**src/rtl/spi_word_target.sv**
```systemverilog
// SPI mode-0 target: deserialises COPI into WORD_BITS command words (byte 0 first,
// MSB first within a byte) and serialises a response word onto CIPO.
module spi_word_target #(
  parameter int unsigned WORD_BITS   = 64,
  parameter int unsigned SYNC_STAGES = 2
) (
  input  logic                 clk,
  input  logic                 reset,
  input  logic                 sck,
  input  logic                 cs,
  input  logic                 copi,
  output logic                 cipo,
  output logic [WORD_BITS-1:0] rx_word,
  output logic                 rx_valid,
  input  logic                 rx_ready,
  output logic                 rx_overrun,
  input  logic [WORD_BITS-1:0] tx_word,
  output logic                 tx_load,
  output logic                 busy
);

  localparam int unsigned NUM_BYTES = WORD_BITS / 8;
  localparam int unsigned BYTE_CW   = (NUM_BYTES > 1) ? $clog2(NUM_BYTES) : 1;
  localparam logic [BYTE_CW-1:0] LAST_BYTE = BYTE_CW'(NUM_BYTES - 1);

  typedef enum logic {IDLE, SHIFT} state_t;

  state_t state, state_next;

  logic [SYNC_STAGES-1:0] sck_sync, cs_sync, copi_sync;
  logic sck_s, cs_s, copi_s, sck_d, cs_d;
  logic sck_rise, sck_fall, cs_fall;

  logic start_c, sample_c, advance_c, abort_c, word_last_c;
  logic [2:0]           bit_cnt;
  logic [BYTE_CW-1:0]   byte_cnt;
  logic [7:0]           byte_sr;
  logic [WORD_BITS-1:0] word_sr, tx_sr;
  logic                 done;

  // cs chain resets low so a cs held low through reset never reads as a falling edge
  always_ff @(posedge clk) begin
    if (reset) begin
      sck_sync  <= '0;
      cs_sync   <= '0;
      copi_sync <= '0;
      sck_d     <= 1'b0;
      cs_d      <= 1'b0;
    end else begin
      sck_sync  <= {sck_sync[SYNC_STAGES-2:0], sck};
      cs_sync   <= {cs_sync[SYNC_STAGES-2:0], cs};
      copi_sync <= {copi_sync[SYNC_STAGES-2:0], copi};
      sck_d     <= sck_s;
      cs_d      <= cs_s;
    end
  end

  assign sck_s    = sck_sync[SYNC_STAGES-1];
  assign cs_s     = cs_sync[SYNC_STAGES-1];
  assign copi_s   = copi_sync[SYNC_STAGES-1];
  assign sck_rise = sck_s & ~sck_d;
  assign sck_fall = ~sck_s & sck_d;
  assign cs_fall  = ~cs_s & cs_d;

  always_ff @(posedge clk) begin
    if (reset) state <= IDLE;
    else       state <= state_next;
  end

  always_comb begin
    state_next  = state;
    start_c     = 1'b0;
    sample_c    = 1'b0;
    advance_c   = 1'b0;
    abort_c     = 1'b0;
    case (state)
      IDLE: begin
        if (cs_fall) begin
          state_next = SHIFT;
          start_c    = 1'b1;
        end
      end
      SHIFT: begin
        if (cs_s) begin
          state_next = IDLE;
          abort_c    = 1'b1;
        end else begin
          sample_c  = sck_rise;
          advance_c = sck_fall;
        end
      end
      default: state_next = IDLE;
    endcase
    word_last_c = sample_c && (bit_cnt == 3'd7) && (byte_cnt == LAST_BYTE);
  end

  // Datapath; later assignments deliberately override earlier ones in the same clk
  always_ff @(posedge clk) begin
    if (reset) begin
      cipo       <= 1'b0;
      rx_word    <= '0;
      rx_valid   <= 1'b0;
      rx_overrun <= 1'b0;
      tx_load    <= 1'b0;
      busy       <= 1'b0;
      bit_cnt    <= '0;
      byte_cnt   <= '0;
      byte_sr    <= '0;
      word_sr    <= '0;
      tx_sr      <= '0;
      done       <= 1'b0;
    end else begin
      tx_load <= 1'b0;
      busy    <= (state_next == SHIFT);
      done    <= word_last_c;

      if (start_c) begin
        tx_sr   <= tx_word;
        tx_load <= 1'b1;
        cipo    <= tx_word[7];
      end

      if (sample_c) begin
        byte_sr <= {byte_sr[6:0], copi_s};
        bit_cnt <= bit_cnt + 3'd1;
        if (bit_cnt == 3'd7) begin
          word_sr[{byte_cnt, 3'b000} +: 8] <= {byte_sr[6:0], copi_s};
          byte_cnt <= (byte_cnt == LAST_BYTE) ? '0 : byte_cnt + BYTE_CW'(1);
        end
      end

      // counters already point at the next bit to be sampled
      if (advance_c) cipo <= tx_sr[{byte_cnt, ~bit_cnt}];

      if (done) begin
        rx_word  <= word_sr;
        rx_valid <= 1'b1;
        if (rx_valid && !rx_ready) rx_overrun <= 1'b1;
        if (state == SHIFT && state_next == SHIFT) begin
          tx_sr   <= tx_word;
          tx_load <= 1'b1;
          cipo    <= tx_word[7];
        end
      end else if (rx_valid && rx_ready) begin
        rx_valid <= 1'b0;
      end

      if (abort_c) begin
        bit_cnt  <= '0;
        byte_cnt <= '0;
        cipo     <= 1'b0;
      end
    end
  end

endmodule

```
**config.mk**
```make
export PLATFORM = sky130hd
export DESIGN_NAME = spi_word_target
export DESIGN_NICKNAME = d
export VERILOG_FILES = /design/src/rtl/spi_word_target.sv
export SDC_FILE = /design/constraint.sdc
export NUM_CORES = 1
export LEC_CHECK = 0
export ABC_CLOCK_PERIOD_IN_PS = 3550
export CAP_MARGIN = 40
export CORE_AREA = 8 8 132 134
export DETAILED_ROUTE_END_ITERATION = 16
export DIE_AREA = 0 0 140 142
export PLACE_DENSITY = 0.84
export SLEW_MARGIN = 0
export SYNTH_ARGS = -nofsm -noshare
export SYNTH_HDL_FRONTEND = slang
export SYNTH_SLANG_ARGS = --single-unit
```
**constraint.sdc**
```tcl
create_clock -name clk -period 3.55 [get_ports clk]
set_clock_uncertainty 0.2 [all_clocks]
set_input_delay 0.71 -clock clk [delete_from_list [all_inputs] [get_ports clk]]
set_output_delay 0.71 -clock clk [all_outputs]
set_load 0.01 [all_outputs]
```
# Word level (Yosys, flattened, before mapping)
# Cells that the tools add are included.
# totals
ramBits	0
ff_bits	219
romBits	0
latchBits	0
in_bits	70
n_memories	0
# op_classes
bitwise	8
eq_ne	2
mul	0
shift	2
muxes	26
order_cmp	1
n_addsub	3
n_reduce_logical	10
n_div	0
# ops
cell	n
64-bit two-way mux	3
64-bit bitwise mux	1
8-bit by 8-bit variable shift with 64-bit output (first input constant)	1
8-bit by 8-bit indexed part select with 64-bit output	1
1-bit two-way mux	19
6-bit negation with 8-bit output	1
6-bit by 7-bit < comparator with 1-bit output (second input constant)	1
3-bit by 1-bit adder with 3-bit output (second input constant)	2
1-bit binary-select mux with 6-bit select	1
3-bit equality test (second input constant)	2
1-bit logical AND	5
1-bit inverter	4
2-bit AND reduction	2
1-bit bitwise AND	3
3-bit two-way mux	1
3-bit inverter	1
1-bit one-hot mux with 2 select lines	1
2-bit nonzero test	1
2-bit OR reduction	1
1-bit logical NOT	1

# Depth between registers and ports, before layout
# logic_depth
depth_word	8
ltp_mapped	11
depth_no_buf	8

# Worst setup path before layout
# OpenSTA, ideal clock, no wires.
# synth_timing
path_kind	register to register
from	register byte_cnt[0]
to	register word_sr[32]
required_ps	3218
t_arrival_ps	2009
slack_ps	1209
period_less_slack_ps	2341
stages_incl_launch_ff	11
path_cell_list	dfxtp_1 -> buf_6 -> inv_2 -> ha_1 -> ha_1 -> nor2_1 -> o211ai_1 -> or3_1 -> clkbuf_1 -> nand2_1 -> a21oi_1
# synth_via
elab_chain_cells	3
word_cells_on_any_way	4
classes_between	add/sub (1); shift (2); mux (1)
# synth_rtl
element	line	rtl
from (decl)	36	logic [BYTE_CW-1:0] byte_cnt;
from (signal assigned)	128	byte_cnt <= (byte_cnt == LAST_BYTE) ? '0 : byte_cnt + BYTE_CW'(1);
6-bit negation with 8-bit output *	127	word_sr[{byte_cnt, 3'b000} +: 8] <= {byte_sr[6:0], copi_s};
8-bit by 8-bit indexed part select with 64-bit output / 8-bit by 8-bit variable shift with 64-bit output (equally long branches)	127	
64-bit bitwise mux *	127	
to (signal, indexed assignment)	127	
to (decl)	38	logic [WORD_BITS-1:0] word_sr, tx_sr;
# Mark *: on every way between the ends. The rest lies on a longest branch, timed or not.
# A chain may end at the register's enable or synchronous reset.

# Final worst setup path
# layout_timing
from	register byte_cnt[0]
to	register word_sr[15]
# The elaborated chain is that of the path after synthesis.

==> summary.txt <==
status: complete, no violations
R2R Path Start: byte_cnt[0]$_SDFFE_PP0P_
overall global routing resource usage: 19.3%
setup slack after layout: 0.713 ns
#FFs+latches synth: 219
VDD IR max: 267 uV
final setup violation count: 0
Starting Density: 55.7%
critical path class: flip-flop to flip-flop
clock root cell: clkbuf_16
Most used DFF post-synth: dfxtp_1
total power: 4.70 mW
Final Net Count: 1,122
Yosys warnings: 0
Avg Vias per Cell: 5.44
min-delay src: copi_sync[0]$_SDFF_PP0_
Power Density: 443 mW/mm2
Hold EP: copi_sync[1]$_SDFF_PP0_
antenna violations before repair: 0
Pleak: 3.70 nW
Distinct cells, synth: 47
number of synthesized flops with an enable pin: 0
Worst path top cell family by delay: simple AND/OR/NAND/NOR gates
dpl ws: 0.838 ns
Worst R2R Path Depth: 8
final hold vios: 0
DIE AREA: 0.0199 mm2
core area: 0.0154 mm2
FILL cells: 1,213
Critical Path AT: 3.06 ns
clock tree buffer depth: 3
WP buf/inv: 1
worst slew pin tran: 0.722 ns
Num Clock Sinks: 219
Tcrit/Tclk final: 79.9%
clk slew on worst S/H paths: 0.06 ns
post-CTS sizing: 0
final wirelength: 19.9 mm
DRC: 0
share of cells above drive strength 1: 5.13%
Synth area leader: dfxtp_1
fin util: 68.8%
die height: 142 um
Worst Hold Class: flip-flop to flip-flop
H-tree depth: 1
Syn-to-layout area delta: 23.5%
Req. time, crit path: 3.77 ns
Yosys top cell area share: 51.0%
syn nets: 1,024
postcts setup bufs: 0
placed insts: 1,212
port bufs: 138
Num CTS Buffers: 21
Slew HR: 51.9%
r2r endpoint: word_sr[15]$_SDFFE_PP0P_
gpl congestion: 0.833
worst-path maximum fanout: 16
TNS Setup: 0 ns
fin crit period: 2.84 ns
largest net degree at the start of global routing: 95
global-route wire length before repair: 32.6 mm
max incr delay on CP: 0.65 ns
final hold slack: 0.241 ns
# hold bufs at CTS: 0
CP startpoint kind: flip-flop
fin area: 0.0106 mm2
post-DP HPWL: 13.5 mm
Routed Antenna Nets: 0
asr flop ratio synth: 0%
Synth Instances: 945
vias post-DR: 6,771
violation count after the first detailed-route iteration: 504
CP Capture Type: flip-flop
CP max stage cell: dfxtp_1
Horiz. Die Dim: 140 um
DRT Pass-1 Iters: 5
Slew Viols, Final: 0
sequential element share of the synthesized area: 51.0%
Antenna diodes: 0
worst-skew pair later-pin latency: 0.50 ns
unrepaired setup endpoints after global routing: false
# rows: 46
Cell Area, Placed: 0.0100 mm2
FF-to-FF setup slack: 0.71 ns
ranking of synthesized cells by area: dfxtp_1 (51%), mux2i_1 (10%), nand2_1 (8.5%)
Critical Path, Cell by Cell: inv_2 > ha_1 > ha_1 > o31a_1 > nand4_1 > nor2_1 > a21oi_1 > nor2_1
Routed wire per std cell: 16.0 um
syn avg cell area: 9.10 um2
maxcap violations: 0
hold path cells: 1
CTS tree: built
Ports: 139
fin cells: 1,245
vias in the first global route: 6,635
Max Freq: 0.353 GHz
Overflow after GRT: 0
mapped cell area: 0.00860 mm2
[routing by layer]
| layer | vias to the layer above | track usage [%] | wire length [um] |
|---|---|---|---|
| met1 | 3165 | 24.4 | 8930 |
| met4 | 0 | 5.09 | 350 |
| met3 | 34 | 4.13 | 1230 |
| met2 | 200 | 33.1 | 9440 |
| met5 | - | 0 | 0 |
| li1 | 3372 | - | - |
[cell usage after synthesis (3+ instances only)]
cell type and n:
dfxtp_1 219, nand2_1 195, a21oi_1 122, nor2_1 117, mux2i_1 90, clkbuf_1 42, nand3_1 35, buf_2 22
mux4_1 15, and3_1 12, nor2b_1 11, ha_1 9, buf_1 6, inv_1 4, a22oi_1 3, buf_6 3
nand4_1 3, nor3_1 3
[area by class of cell]
class | instances | area [um2] | area share [%]
Tap cell | 192 | 240 | 2.26
Inverter | 5 | 18.8 | 0.177
Multi-Input combinational cell | 645 | 3840 | 36.2
Clock buffer | 29 | 586 | 5.52
Timing Repair Buffer | 151 | 1510 | 14.2
Clock inverter | 4 | 27.5 | 0.259
Sequential cell | 219 | 4390 | 41.3
[worst reg2reg max path: stages, from the launching register on]
cell     delay, ns
dfxtp_1       0.65
inv_2         0.15
ha_1          0.23
ha_1          0.32
o31a_1        0.22
nand4_1       0.51
nor2_1        0.28
a21oi_1       0.06
nor2_1        0.13
[worst max-delay path by stage]
stage	start	endpoint	slack (ns)	cells after the start
3_3_place_gp	byte_cnt[0]$_SDFFE_PP0P_	word_sr[8]$_SDFFE_PP0P_	0.96	7
4_1_cts	byte_cnt[0]$_SDFFE_PP0P_	word_sr[15]$_SDFFE_PP0P_	0.79	8
2_1_floorplan	byte_cnt[0]$_SDFFE_PP0P_	word_sr[32]$_SDFFE_PP0P_	1.21	10
3_5_place_dp	byte_cnt[0]$_SDFFE_PP0P_	word_sr[15]$_SDFFE_PP0P_	0.84	7
5_1_grt	byte_cnt[0]$_SDFFE_PP0P_	word_sr[15]$_SDFFE_PP0P_	0.42	8
6_report	byte_cnt[0]$_SDFFE_PP0P_	word_sr[15]$_SDFFE_PP0P_	0.71	8
[layout by cell type, fill, tap and decap left out, types with 2 or more instances in the layout]
master           count
mux2i_1             90
dfxtp_1            218
and2_1               2
nor2b_1             11
nand2_1            195
nand4_1              3
mux4_1              15
nor3_1               3
clkbuf_8             3
nor3_2               2
a22oi_1              3
nand3b_1             2
a21oi_1            122
clkinv_2             2
inv_6                2
clkbuf_1             5
clkbuf_16           21
inv_1                4
a31oi_1              2
buf_4               11
and3_1              12
ha_1                 9
clkdlybuf4s50_1    137
nand3_1             35
nor2_1             116
[power by group]
part	leakage [nW]	switching (mW)	internal, mW
sequential	1.77	0.0124	2.48
clock	0.303	0.891	1.15
combinational	1.63	0.0782	0.0943
total	3.70	0.982	3.72
[state kept, by name, summed over array words and instances (netlist names), 2 cells and up]
signal and count:
byte_cnt 3, cs_sync 2, sck_sync 2, bit_cnt 3, tx_sr 64, copi_sync 2
byte_sr 7, rx_word 64, word_sr 64
[cells by family (layout without fill, tap and decap cells)]
| kind of cell | Yosys count | count (layout) | synth area share, % |
|---|---|---|---|
| adder cells (fa/ha/maj) | 9 | 9 | 1.31 |
| multiplexers | 106 | 106 | 15.3 |
| XOR/XNOR | 1 | 1 | 0.102 |
| buffers and inverters | 81 | 189 | 4.39 |
| AND/OR/NAND/NOR | 393 | 393 | 19.5 |
| flip-flops | 219 | 219 | 51.0 |
| AO/OA/AOI/OAI | 136 | 136 | 8.34 |
Power figures use the tool's default switching activity.
